### config.mk
export PLATFORM = sky130hd
export DESIGN_NAME = if_fetch_stage
export DESIGN_NICKNAME = d
export VERILOG_FILES = /design/src/rtl/if_fetch_stage.sv
export SDC_FILE = /design/constraint.sdc
export NUM_CORES = 1
export LEC_CHECK = 0
export BUFFER_PORTS_ARGS = -buffer_cell sky130_fd_sc_hd__buf_2
export CORE_UTILIZATION = 45
export DETAILED_ROUTE_END_ITERATION = 10
export GPL_TIMING_DRIVEN = 0
export PLACE_DENSITY = 0.75
export SYNTH_ARGS = -nofsm -noshare
export SYNTH_HDL_FRONTEND = slang
export SYNTH_SLANG_ARGS = --single-unit
### constraint.sdc
create_clock -name Clk -period 3.75 [get_ports Clk]
set_input_delay 0.5625 -clock Clk [delete_from_list [all_inputs] [get_ports Clk]]
set_output_delay 0.5625 -clock Clk [all_outputs]
set_load 0.02 [all_outputs]
### src/rtl/if_fetch_stage.sv
// Instruction fetch stage and IF/ID pipeline register.
// Owns the PC, the imem handshake, stall/redirect handling.
module if_fetch_stage #(
    parameter logic [31:0] RESET_PC = 32'h0000_0000,
    parameter int          CNT_W    = 32
) (
    input  logic             Clk,
    input  logic             Rst_n,
    input  logic             PCWrite,
    input  logic             IF_ID_Write,
    input  logic             Branch_Ex,
    input  logic             Jump_Ex,
    input  logic [31:0]      Target_Ex,
    output logic             IMem_Req,
    output logic [31:0]      IMem_Addr,
    input  logic             IMem_Ready,
    input  logic [31:0]      IMem_RData,
    output logic [31:0]      Instruction_ID,
    output logic [31:0]      PCPlus4_ID,
    output logic             Valid_ID,
    output logic [4:0]       Rs_ID,
    output logic [4:0]       Rt_ID,
    output logic [5:0]       Instruction_31_26,
    output logic [5:0]       Instruction_5_0,
    output logic [CNT_W-1:0] Stall_Cycles
);

    localparam logic [1:0] S_BOOT  = 2'd0;
    localparam logic [1:0] S_RUN   = 2'd1;
    localparam logic [1:0] S_DRAIN = 2'd2;

    localparam logic [31:0] BOOT_PC = RESET_PC & ~32'h3;

    logic [1:0]  state;
    logic [1:0]  state_n;
    logic [31:0] pc;
    logic [31:0] pc_n;
    logic [31:0] redirect_pc;
    logic [31:0] redirect_pc_n;
    logic [31:0] pc_plus4;
    logic [31:0] target;
    logic        redirect;
    logic        fetch_ok;
    logic        load;
    logic        bubble;

    assign redirect  = Branch_Ex | Jump_Ex;
    assign target    = Target_Ex & ~32'h3;
    assign pc_plus4  = pc + 32'd4;
    assign IMem_Req  = (state != S_BOOT);
    assign IMem_Addr = pc;
    assign fetch_ok  = IMem_Req & IMem_Ready;

    assign Rs_ID             = Instruction_ID[25:21];
    assign Rt_ID             = Instruction_ID[20:16];
    assign Instruction_31_26 = Instruction_ID[31:26];
    assign Instruction_5_0   = Instruction_ID[5:0];

    always_comb begin
        state_n       = state;
        pc_n          = pc;
        redirect_pc_n = redirect_pc;
        load          = 1'b0;
        bubble        = 1'b0;
        case (state)
            S_BOOT: begin
                state_n = S_RUN;
                if (redirect) pc_n = target;
            end
            S_RUN: begin
                if (redirect && fetch_ok) begin
                    pc_n   = target;
                    bubble = 1'b1;
                end else if (redirect) begin
                    // address must stay stable until the outstanding fetch returns
                    redirect_pc_n = target;
                    bubble        = 1'b1;
                    state_n       = S_DRAIN;
                end else if (!PCWrite || !IF_ID_Write) begin
                    pc_n = pc;
                end else if (!IMem_Ready) begin
                    bubble = 1'b1;
                end else begin
                    load = 1'b1;
                    pc_n = pc_plus4;
                end
            end
            S_DRAIN: begin
                bubble = 1'b1;
                if (redirect) redirect_pc_n = target;
                if (IMem_Ready) begin
                    pc_n    = redirect ? target : redirect_pc;
                    state_n = S_RUN;
                end
            end
            default: state_n = S_BOOT;
        endcase
    end

    always_ff @(posedge Clk or negedge Rst_n) begin
        if (!Rst_n) begin
            state       <= S_BOOT;
            pc          <= BOOT_PC;
            redirect_pc <= 32'd0;
        end else begin
            state       <= state_n;
            pc          <= pc_n;
            redirect_pc <= redirect_pc_n;
        end
    end

    always_ff @(posedge Clk or negedge Rst_n) begin
        if (!Rst_n) begin
            Instruction_ID <= 32'd0;
            PCPlus4_ID     <= 32'd0;
            Valid_ID       <= 1'b0;
        end else if (load) begin
            Instruction_ID <= IMem_RData;
            PCPlus4_ID     <= pc_plus4;
            Valid_ID       <= 1'b1;
        end else if (bubble) begin
            Instruction_ID <= 32'd0;
            PCPlus4_ID     <= 32'd0;
            Valid_ID       <= 1'b0;
        end
    end

    always_ff @(posedge Clk or negedge Rst_n) begin
        if (!Rst_n) begin
            Stall_Cycles <= '0;
        end else if (!load && (Stall_Cycles != '1)) begin
            Stall_Cycles <= Stall_Cycles + 1'b1;
        end
    end

endmodule

# Word-level counts from Yosys, hierarchy flattened
# Index checks and enable logic that the tools add are counted.
[word_totals]
inputBits = 71
regBits = 163
wordCells = 64
[op_classes]
mux = 29
reduce_logical = 14
n_addsub = 2
n_bitwise = 2
eq_ne = 10
[ops]
columns = ["op", "n"]
rows = [
  ["$mux 32", 11],
  ["$pmux 32 s3", 1],
  ["$pmux 32 s2", 1],
  ["$add 32x1->32 const B", 1],
  ["$add 32x3->32 const B", 1],
  ["$ne 32x32->1 const B", 1],
  ["$mux 1", 11],
  ["$ne 3x3->1 const B", 3],
  ["$ne 2x2->1 const B", 4],
  ["$mux 2", 3],
  ["$pmux 2 s3", 1],
  ["$reduce_and 6->1", 1],
  ["$reduce_bool 2->1", 3],
  ["$logic_not 1->1", 3],
  ["$reduce_and 3->1", 1],
  ["$reduce_bool 3->1", 1],
  ["$eq 2x1->1 const B", 1],
  ["$eq 2x2->1 const B", 1],
  ["$logic_and 1x1->1", 2],
  ["$logic_not 2->1", 1],
  ["$pmux 1 s2", 1],
  ["$reduce_and 2->1", 1],
  ["$and 1x1->1", 1],
  ["$logic_or 1x1->1", 1],
  ["$or 1x1->1", 1],
]

# Depth between registers and ports, before layout
[depth]
ltp_word = 8
mapped_depth = 10
mapped_depth_nobuf = 7

# Worst setup path before layout
# No wires, ideal clock.
[synth_path]
kind = "register -> register"
startpoint = "register pc[11], in the netlist IMem_Addr[11]"
endpoint = "register pc[29], in the netlist IMem_Addr[29]"
path_stages_with_launch = 7
path_buffers = 1
setup_slack_ns = 1.400
t_arrival_ns = 2.267
setup_ns = 0.082
cell_sequence = "dfrtp_1 -> buf_2 -> nand4_4 -> or4_4 -> or4_4 -> o31a_1 -> o22ai_1"
[synth_between]
elab_chain_cells = 6
[synth_lines]
columns = ["item", "line_no", "text"]
rows = [
  ["from (decl)", "36", "logic [31:0] pc;"],
  ["from (signal assigned)", "107", "pc <= pc_n;"],
  ["$add 32x3->32", "49", "assign pc_plus4 = pc + 32'd4;"],
  ["$mux 32", "81", "end else if (!IMem_Ready) begin"],
  ["$mux 32", "79", "end else if (!PCWrite || !IF_ID_Write) begin"],
  ["$mux 32", "74", "end else if (redirect) begin"],
  ["$mux 32", "71", "if (redirect && fetch_ok) begin"],
  ["$pmux 32 s3", "65", "case (state)"],
]
# Every way passes these cells. The select of a mux whose other input is x is not followed.
# A chain may end at the register's enable or synchronous reset.

# Final worst setup path
[layout_path]
startpoint = "register state[1]"
endpoint = "register redirect_pc[8]"
[layout_between]
elab_chain_cells = 5
[layout_lines]
columns = ["item", "line_no", "text"]
rows = [
  ["from (decl)", "34", "logic [1:0] state;"],
  ["from (signal assigned)", "106", "state <= state_n;"],
  ["$reduce_bool 2->1", "50", "assign IMem_Req = (state != S_BOOT);"],
  ["$and 1x1->1", "52", "assign fetch_ok = IMem_Req & IMem_Ready;"],
  ["$logic_and 1x1->1", "71", ""],
  ["$ne 2x2->1 (no line)", "--", ""],
  ["$reduce_and 2->1 (no line)", "--", ""],
  ["to (signal assigned)", "108", "redirect_pc <= redirect_pc_n;"],
  ["to (decl)", "38", "logic [31:0] redirect_pc;"],
]
# Parallel ways exist; a longest one is shown, timed or not.

==> reports/metrics.yaml <==
cts_hold_repair.buffers: 0
ys_seq_area_frac: 0.502
synth_enable_flop_cells: 0
dr.first_iter.drc_count: 677
areaGrowthSynthToFinish_pct: 24.4
antenna_cells_inserted: 0
synth_flop_cell: "dfrtp_1"
post_synth_top_cells: "dfrtp_1, nand2_1, nand3_1, o21ai_0, xnor2_1"
layout.nets: 1155
die_height_um: 136
grt_use_total: 0.264
maximum_number_of_pins_on_one_net_before_global_route_repair: 92
maxCapViolations: 0
io_pins: 223
die_area_mm2: 0.0186
total_leakage_power_nw: 5.01
final_critical_path_setup_slack_ns: 0.474
tritoncts_num_sinks: 163
finalWeightedCongestion: 0.929
core-area_mm2: 0.0175
overflow: 0
placement.io_buffers: 219
slew_headroom: 0.0877
antenna_violations_before_repair: 0
critical_path.max_fanout: 10
layout_worst_path_cycle_share: 0.874
routed_wire_length_per_instance_um: 18.6
clk_path_buf_depth: 2
clkLatencyLatePin_ns: 0.43
first_global_vias: 6821
stdcell_area_mm2: 0.0101
postSynthAreaPerCell_um2: 9.68
synth.most_common_cell: "dfrtp_1"
final-hold-violation-count: 0
critPathCaptureType: "flop"
final.setup.tns_ns: 0
worstSetupStartpointType: "flop"
area_of_the_mapped_netlist_mm2: 0.00812
fin_worst_skew_ns: 0.0122
die-width_um: 136
min_path_type: "primary input to asynchronous set/reset pin"
r2r_slack_ns: 0.47
first_pass_grt_wire_length_um: 37000
critical_path_class: "flop to flop"
layout-drive-gt1-share: 0.286
cts.repair.resized: 0
asyncSetResetFlopFracSynth: 1.00
viasPerCell: 5.60
dpl.hpwl_um: 18100
power_density_mw_per_mm2: 763
post_synth_num_cell_types: 53
vias: 7376
drt_first_pass_iters: 5
yosysWarningCount: 0
antenna_left: 0
tritoncts: "done"
ctsHtreeMaxLevel: 4
wl_um: 24400
ys_seq_elements: 163
post_cts_setup_bufs: 0
clkTransAtPathRegs_ns: 0.07
fmax_mhz: 305
timing.critical_path.arrival_ns: 3.58
status: "finished clean"
timing_max_transition_violations_final: 0
finalSetupViolations: 0
setup_repair_after_global_routing_missed_its_margin: "no"
netlist_instances: 839
postPlaceCellArea_mm2: 0.00954
initial_utilization: 0.465
period_needed_ns: 3.28
tritoncts.num_buffers: 17
vdd_ir_drop_max_mv: 0.510
remaining_drc_errors: 0
synth_nets: 916
dp_slack_ns: 0.0627
synth_top_cells_by_area: "dfrtp_1, nand3_1, xnor2_1"
floorplan.rows: 48
netlist.top_cell.by_area: "dfrtp_1"
synth_top_area_share: 0.502
cts.root.buffer_cell: "clkbuf_16"
cp.required_ns: 4.06
max_slew.worst_pin.slew_ns: 1.36
## logic make-up (layout without fill, tap and decap cells)
logic type | after synthesis | in the layout | synth area share
buf+inv | 92 | 344 | 0.0530
mux | 37 | 37 | 0.0504
fa+ha+maj | 6 | 6 | 0.00924
simple gates | 318 | 318 | 0.195
xor+xnor | 56 | 56 | 0.0604
compound gates | 167 | 167 | 0.130
flops | 163 | 163 | 0.502
## critical path, stage by stage (launching register included)
cell	delay, ns
dfrtp_1	0.40
inv_1	0.09
ha_1	0.27
clkbuf_1	0.32
o21ai_0	0.40
nor2_1	0.57
clkbuf_1	0.69
mux2_2	0.41
## cells in the final DEF (no fill, tap or decap), types with 12 or more instances in the layout
| master | n |
|---|---|
| a21oi_1 | 28 |
| a22oi_1 | 14 |
| and3_1 | 17 |
| buf_2 | 220 |
| buf_4 | 22 |
| clkbuf_1 | 45 |
| clkbuf_16 | 17 |
| dfrtp_1 | 163 |
| inv_1 | 20 |
| mux2_2 | 31 |
| nand2_1 | 111 |
| nand3_1 | 88 |
| nand4_1 | 25 |
| nor2_1 | 29 |
| o21ai_0 | 60 |
| o22ai_1 | 12 |
| o31a_1 | 12 |
| xnor2_1 | 50 |
## layout make-up
class,count,area (um^2)
buffer,72,355
clock buffer,17,425
clock inverter,15,144
fill,1513,7370
inverter,20,75.1
multi-input combinational,584,3610
sequential,163,4080
tap,225,282
timing repair buffer,220,1130
## state kept, by name (all words and copies together) (netlist names)
signal,flops
Stall_Cycles,32
Valid_ID,1
Instruction_ID,32
PCPlus4_ID,32
IMem_Addr,32
state,2
redirect_pc,32
## metrics by stage
stage                     hold WS [ns]   util  power [W]  std cells
after floorplan                  0.267      -    0.00484        839
after CTS                        0.172  0.578    0.00771       1316
after global routing             0.166  0.578    0.00814       1316
final                            0.127  0.578    0.00772       1316
after global placement           0.455  0.544    0.00589       1283
after detailed placement         0.460  0.546    0.00600       1284
## report_power, final
part,internal (W),switching (W)
clock network,0.000929,0.000776
logic,0.00123,0.00209
registers,0.00224,0.000442
## metal layers
layer | wire length, um | vias to the layer above | GRT usage
met1 | 10600 | 3563 | 0.346
met2 | 11700 | 317 | 0.434
met5 | 0 | - | 0
met4 | 582 | 0 | 0.0889
met3 | 1580 | 40 | 0.0533
li1 | - | 3456 | -
## worst paths after layout
path / to / cells past startpoint / startpoint
worst min-delay path: Stall_Cycles[22]$_DFFE_PN0P_ / 1 / Rst_n
worst max-delay path: redirect_pc[8]$_DFFE_PN0P_ / 7 / state[1]$_DFFE_PN0P_
worst max register to register: redirect_pc[8]$_DFFE_PN0P_ / 7 / state[1]$_DFFE_PN0P_
worst min register to register: Valid_ID$_DFFE_PN0P_ / 2 / Valid_ID$_DFFE_PN0P_
min in group Clk: Instruction_ID[3]$_DFFE_PN0P_ / 3 / IMem_RData[3]
max in group asynchronous: IMem_Addr[24]$_DFFE_PN0P_ / 2 / Rst_n
Power figures use the tool's default switching activity.
